### config.mk
export PLATFORM = sky130hd
export DESIGN_NAME = minifloat_conv_arbiter
export DESIGN_NICKNAME = d
export VERILOG_FILES = /design/src/rtl/minifloat_pkg.sv /design/src/rtl/minifloat_to_fixed.sv /design/src/rtl/minifloat_conv_arbiter.sv
export SDC_FILE = /design/constraint.sdc
export NUM_CORES = 1
export LEC_CHECK = 0
export ABC_AREA = 1
export CAP_MARGIN = 20
export CORE_AREA = 4 4 75 77
export DETAILED_ROUTE_END_ITERATION = 8
export DIE_AREA = 0 0 79 81
export PLACE_DENSITY_LB_ADDON = 0.12
export SYNTH_ARGS = -nofsm -noshare
export SYNTH_HDL_FRONTEND = slang
export SYNTH_SLANG_ARGS = --single-unit
### constraint.sdc
create_clock -name clk -period 2.5 [get_ports clk]
set_clock_uncertainty 0.1 [all_clocks]
set_input_delay 0.625 -clock clk [delete_from_list [all_inputs] [get_ports clk]]
set_output_delay 0.625 -clock clk [all_outputs]
set_load 0.05 [all_outputs]
### src/rtl/minifloat_pkg.sv
// Shared definitions for the minifloat converter arbiter.
//   MANT_W/EXP_W : minifloat field widths (two's complement)
//   FRAC_W/FIX_W : fixed-point fraction bits and total result width
//   CNT_W        : accepted-request counter width
//   out_state_e  : result register occupancy
package minifloat_pkg;

  localparam int unsigned MANT_W = 4;
  localparam int unsigned EXP_W  = 3;
  localparam int unsigned FRAC_W = 4;
  localparam int unsigned FIX_W  = 11;
  localparam int unsigned CNT_W  = 16;

  typedef enum logic {
    ST_EMPTY = 1'b0,
    ST_FULL  = 1'b1
  } out_state_e;

endpackage

### src/rtl/minifloat_to_fixed.sv
// Combinational minifloat to fixed-point converter: fix = mant * 2^exp * 2^FRAC_W.
//   mant : 4-bit two's complement mantissa
//   exp  : 3-bit two's complement exponent (-4..+3)
//   fix  : 11-bit two's complement result, 4 fractional bits
module minifloat_to_fixed
  import minifloat_pkg::*;
(
  input  logic [MANT_W-1:0] mant,
  input  logic [EXP_W-1:0]  exp,
  output logic [FIX_W-1:0]  fix
);

  logic signed [FIX_W-1:0] base;
  logic [EXP_W-1:0]        rshift;

  // Every mant/exp pair fits in FIX_W bits, so no saturation is needed.
  always_comb begin
    base   = {{(FIX_W - MANT_W - FRAC_W){mant[MANT_W-1]}}, mant, {FRAC_W{1'b0}}};
    rshift = EXP_W'(~exp + EXP_W'(1));
    if (exp[EXP_W-1]) begin
      fix = FIX_W'(base >>> rshift);
    end else begin
      fix = FIX_W'(base << exp[EXP_W-2:0]);
    end
  end

endmodule

### src/rtl/minifloat_conv_arbiter.sv
// Round-robin arbiter sharing one minifloat converter between NREQ requesters,
// with a one-entry registered result and backpressure.
//   clk, reset            : clock, synchronous active-high reset
//   req_valid/req_ready   : per-requester handshake (req_ready one-hot grant)
//   req_mant/req_exp      : packed per-requester minifloat operands
//   out_valid/out_ready   : result handshake
//   out_data/out_id       : converted value and the requester that produced it
//   conv_count            : accepted-request count, wraps
module minifloat_conv_arbiter
  import minifloat_pkg::*;
#(
  parameter int unsigned NREQ = 4,
  parameter int unsigned IDW  = $clog2(NREQ)
) (
  input  logic                     clk,
  input  logic                     reset,
  input  logic [NREQ-1:0]          req_valid,
  input  logic [MANT_W*NREQ-1:0]   req_mant,
  input  logic [EXP_W*NREQ-1:0]    req_exp,
  output logic [NREQ-1:0]          req_ready,
  output logic                     out_valid,
  input  logic                     out_ready,
  output logic [FIX_W-1:0]         out_data,
  output logic [IDW-1:0]           out_id,
  output logic [CNT_W-1:0]         conv_count
);

  out_state_e        state_q, state_d;
  logic [IDW-1:0]    last_id;
  logic [IDW-1:0]    grant_id;
  logic [IDW-1:0]    idx;
  logic              grant_found;
  logic              allowed;
  logic              accept;
  logic [MANT_W-1:0] sel_mant;
  logic [EXP_W-1:0]  sel_exp;
  logic [FIX_W-1:0]  conv_fix;

  assign out_valid = (state_q == ST_FULL);

  // Grant opportunity: result slot free now or being drained this cycle.
  assign allowed = !reset && ((state_q == ST_EMPTY) || out_ready);

  // Round-robin search starting just after the last accepted requester.
  always_comb begin
    grant_found = 1'b0;
    grant_id    = '0;
    idx         = '0;
    for (int unsigned k = 1; k <= NREQ; k++) begin
      idx = IDW'((32'(last_id) + k) % NREQ);
      if (!grant_found && req_valid[idx]) begin
        grant_found = 1'b1;
        grant_id    = idx;
      end
    end
  end

  assign accept = allowed && grant_found;

  // One-hot ready plus operand mux; operands never feed back into the grant.
  always_comb begin
    req_ready = '0;
    sel_mant  = '0;
    sel_exp   = '0;
    for (int i = 0; i < int'(NREQ); i++) begin
      if (grant_id == IDW'(i)) begin
        req_ready[i] = accept;
        sel_mant     = req_mant[MANT_W*i +: MANT_W];
        sel_exp      = req_exp[EXP_W*i +: EXP_W];
      end
    end
  end

  minifloat_to_fixed u_conv (
    .mant (sel_mant),
    .exp  (sel_exp),
    .fix  (conv_fix)
  );

  // Result register occupancy.
  always_comb begin
    state_d = state_q;
    case (state_q)
      ST_EMPTY: if (accept) state_d = ST_FULL;
      ST_FULL:  if (!accept && out_ready) state_d = ST_EMPTY;
      default:  state_d = ST_EMPTY;
    endcase
  end

  always_ff @(posedge clk) begin
    if (reset) begin
      state_q    <= ST_EMPTY;
      out_data   <= '0;
      out_id     <= '0;
      conv_count <= '0;
      last_id    <= IDW'(NREQ - 1);
    end else begin
      state_q <= state_d;
      if (accept) begin
        out_data   <= conv_fix;
        out_id     <= grant_id;
        last_id    <= grant_id;
        conv_count <= conv_count + CNT_W'(1);
      end
    end
  end

endmodule

==> impl_metrics.yaml <==
global_route:
  grt_pass1_wl_mm: 11.47
  antenna_found_initial: 0
  grt_overflow_total: 0
  grt_pass1_vias: 2610
  grt_usage_pct: 22.28
  grt_max_degree: 20
timing:
  rsz0062_at_grt: "yes"
  fin_tns_setup_ns: -1.290
  post-route-period-util_pct: 107.2
  finalHoldViolations: 0
  max-slew-margin-rel_pct: 63.59
  setup_slack_ns: -0.1811
  fmax_mhz: 373.0
  period_needed_ns: 2.681
  slew_viol_final: 0
  setup_violations: 14
  worst_pin_slew_ns: 0.5444
worst_setup_path:
  endpoint_kind: "primary output"
  path_class: "reg2out"
  critPathArrivalTime_ns: 1.96
  reg2reg_slack_ns: -0.12
  r2r-end: "out_data[3]"
  startpoint_type: "flop"
  reg2reg_from: "last_id[0]"
  cp_max_fo: 5
  reg2regPathDepth: 21
  required_ns: 1.77
synthesis:
  ys_seq_area_share_pct: 28.43
  synth_nets: 383
  synthCells: 347
  synth.distinct_cells: 35
  synth_area_um2: 2253
  ys_seq_elements: 32
  syn_area_per_cell_um2: 6.494
  synth_warnings: 0
floorplanning:
  die_area_um2: 6399
  pin_count: 69
  rows: 26
  die_w_um: 79
  coreArea_um2: 5010
  die_h_um: 81
  initial_core_util_pct: 44.98
clock_tree:
  cts_max_path_buffers: 2
  clk_pin_slew_ns: 0.07
  cts_tree: "built"
  cts.sinks: 32
  numCtsBuffers: 5
  clockRootBuffer: "clkbuf_8"
  worstSkewPairLatency_ns: 0.29
  h-tree-depth: 2
placed_design:
  gp_congestion: 0.9755
  dp.final_hpwl_mm: 5.129
  placed_area_um2: 3279
  port_buffers: 68
min_path:
  hold_start: "out_data[2]"
  hold_end: "out_data[2]"
  holdCritPathClass: "reg2reg"
  min_delay_path_depth: 2
cells_and_area:
  n_fill_cell: 387
  multiInputGateArea_um2: 1708
  final_util_pct: 76.50
  insertedDiodeCount: 0
  postLayoutCellArea_um2: 3832
  nets: 494
  seq_area_um2: 648.1
  syn2layout_area_growth_pct: 70.07
  drive_gt1_share_pct: 37.47
drt:
  drt_wl_total_mm: 7.403
  drt.antenna.violating_nets: 0
  wl_per_cell_um: 13.99
  detail_route.iter0.violations: 108
  vias: 2698
  drt-pass1-iter-count: 4
  drc_errors: 0
  vias_per_cell: 5.100
run:
  drv_cap: 0
outcome:
  status: "finished with violations"
  failed_checks: "setup timing"
==> critical path: stages (launching register included) <==
cell     delay, ns
dfxtp_4       0.41
buf_6         0.14
nand2_2       0.05
nand2_2       0.09
nand2_2       0.08
nand2_4       0.09
nor2_4        0.06
nand3_4       0.14
nand2_4       0.09
buf_6         0.13
nor3_4        0.23
buf_12        0.17
==> cell usage in the layout, fill, tap and decap left out, types with 2 or more instances in the layout <==
master,netlist,routed
nand2_1,105,75
clkdlybuf4s50_1,0,60
buf_4,1,37
nand2_2,11,33
dfxtp_1,32,30
inv_1,30,28
a21oi_1,30,25
nand3_1,29,18
o21ai_0,18,15
nand3_2,4,13
nand2_4,6,13
inv_2,13,8
nand4_1,8,8
nor2_1,18,8
nor2_4,3,8
clkbuf_8,0,7
nor2_2,1,6
nor3_1,8,6
o21ai_1,3,6
buf_6,2,6
a21oi_2,0,5
inv_4,0,4
nand4_4,1,4
buf_12,0,4
nand3_4,1,3
nor3_2,2,3
buf_2,0,3
inv_8,0,2
nand2_8,1,2
nor3b_1,2,2
dfxtp_4,0,2
buf_8,0,2
==> cells by family (layout without fill, tap and decap cells) <==
| family | after synthesis | after routing | share of synthesized area, % |
|---|---|---|---|
| AOI/OAI and AO/OA | 56 | 56 | 13.27 |
| buffers and inverters | 51 | 163 | 9.329 |
| adders and majority gates | 1 | 1 | 0.5552 |
| and+or+nand+nor | 207 | 207 | 48.42 |
| DFF | 32 | 32 | 28.43 |
==> synthesized netlist by cell type <==
cell type  number  area (um2)
nand2_1       105       394.1
dfxtp_1        32       640.6
a21oi_1        30       150.1
inv_1          30       112.6
nand3_1        29       145.1
nor2_1         18       67.56
o21ai_0        18       90.09
inv_2          13       48.80
nand2_2        11       68.82
nand4_1         8       50.05
nor3_1          8       40.04
nand2_4         6       67.56
clkbuf_1        5       18.77
nand3_2         4       40.04
nand4_2         3       37.54
nor2_4          3       33.78
o21ai_1         3       15.01
buf_6           2       22.52
nor3_2          2       20.02
nor3b_1         2       15.01
a21boi_2        1       11.26
a31o_1          1       8.760
buf_4           1       7.510
ha_1            1       12.51
nand2_8         1       20.02
nand3_4         1       17.52
nand3b_1        1       7.510
nand4_4         1       21.27
nor2_2          1       6.260
nor2_8          1       20.02
nor3b_2         1       12.51
o21a_1          1       7.510
o21ai_2         1       8.760
o21bai_1        1       7.510
or2_1           1       6.260
==> metal layers <==
| metal | up-vias | track usage (%) | share of wire [%] |
|---|---|---|---|
| met3 | 14 | 4.102 | 4.0 |
| met2 | 68 | 42.00 | 55 |
| met1 | 1259 | 25.25 | 39 |
| li1 | 1357 | - | - |
| met5 | - | 0 | 0 |
| met4 | 0 | 7.216 | 1.9 |
==> sequential cells by signal, indices dropped and copies added, names as in the netlist <==
| register | cells |
|---|---|
| out_data | 11 |
| out_valid | 1 |
| conv_count | 16 |
| last_id | 2 |
| out_id | 2 |
==> worst max-delay path by stage <==
stage / startpoint / cells after the start / slack [ns] / to
4_1_cts: last_id[0] / 11 / -0.13 / req_ready[0]
3_5_place_dp: req_valid[2] / 18 / -0.71 / out_data[3]
3_3_place_gp: req_valid[2] / 19 / -0.64 / out_data[3]
2_1_floorplan: req_valid[0] / 9 / -0.04 / req_ready[0]
5_1_grt: last_id[0] / 21 / -0.29 / out_data[5]
6_report: last_id[0] / 11 / -0.18 / req_ready[0]
==> repair_timing <==
item | CTS | global route
setup endpoints to repair | 22 | 19
cloned | 1 | 0
buffers inserted | 9 | 8
hold endpoints to repair | 0 | 0
pin swaps | 18 | 31
hold buffers | 0 | 0
resized for setup | 53 | 52
==> cell type report <==
type	count	area share (%)
inverters	43	4.995
flip-flops and latches	32	16.91
repair buffers	112	27.95
clock inverters	1	0.7835
multi-input cells	264	44.56
clock buffers	7	2.514
well taps	70	2.285
==> through the flow <==
step           setup slack (ns)  hold WS (ns)  std cells
6_report                -0.1811        0.3707        529
5_1_grt                 -0.2927        0.3996        529
3_5_place_dp            -0.7065        0.3582        503
3_3_place_gp            -0.6446        0.3536        503
2_1_floorplan          -0.03963        0.4890        347
4_1_cts                 -0.1315        0.3707        521
Power is left out: the tool's default activity adds up to more than one toggle a clock period on the data nets, which glitch-free logic cannot reach.
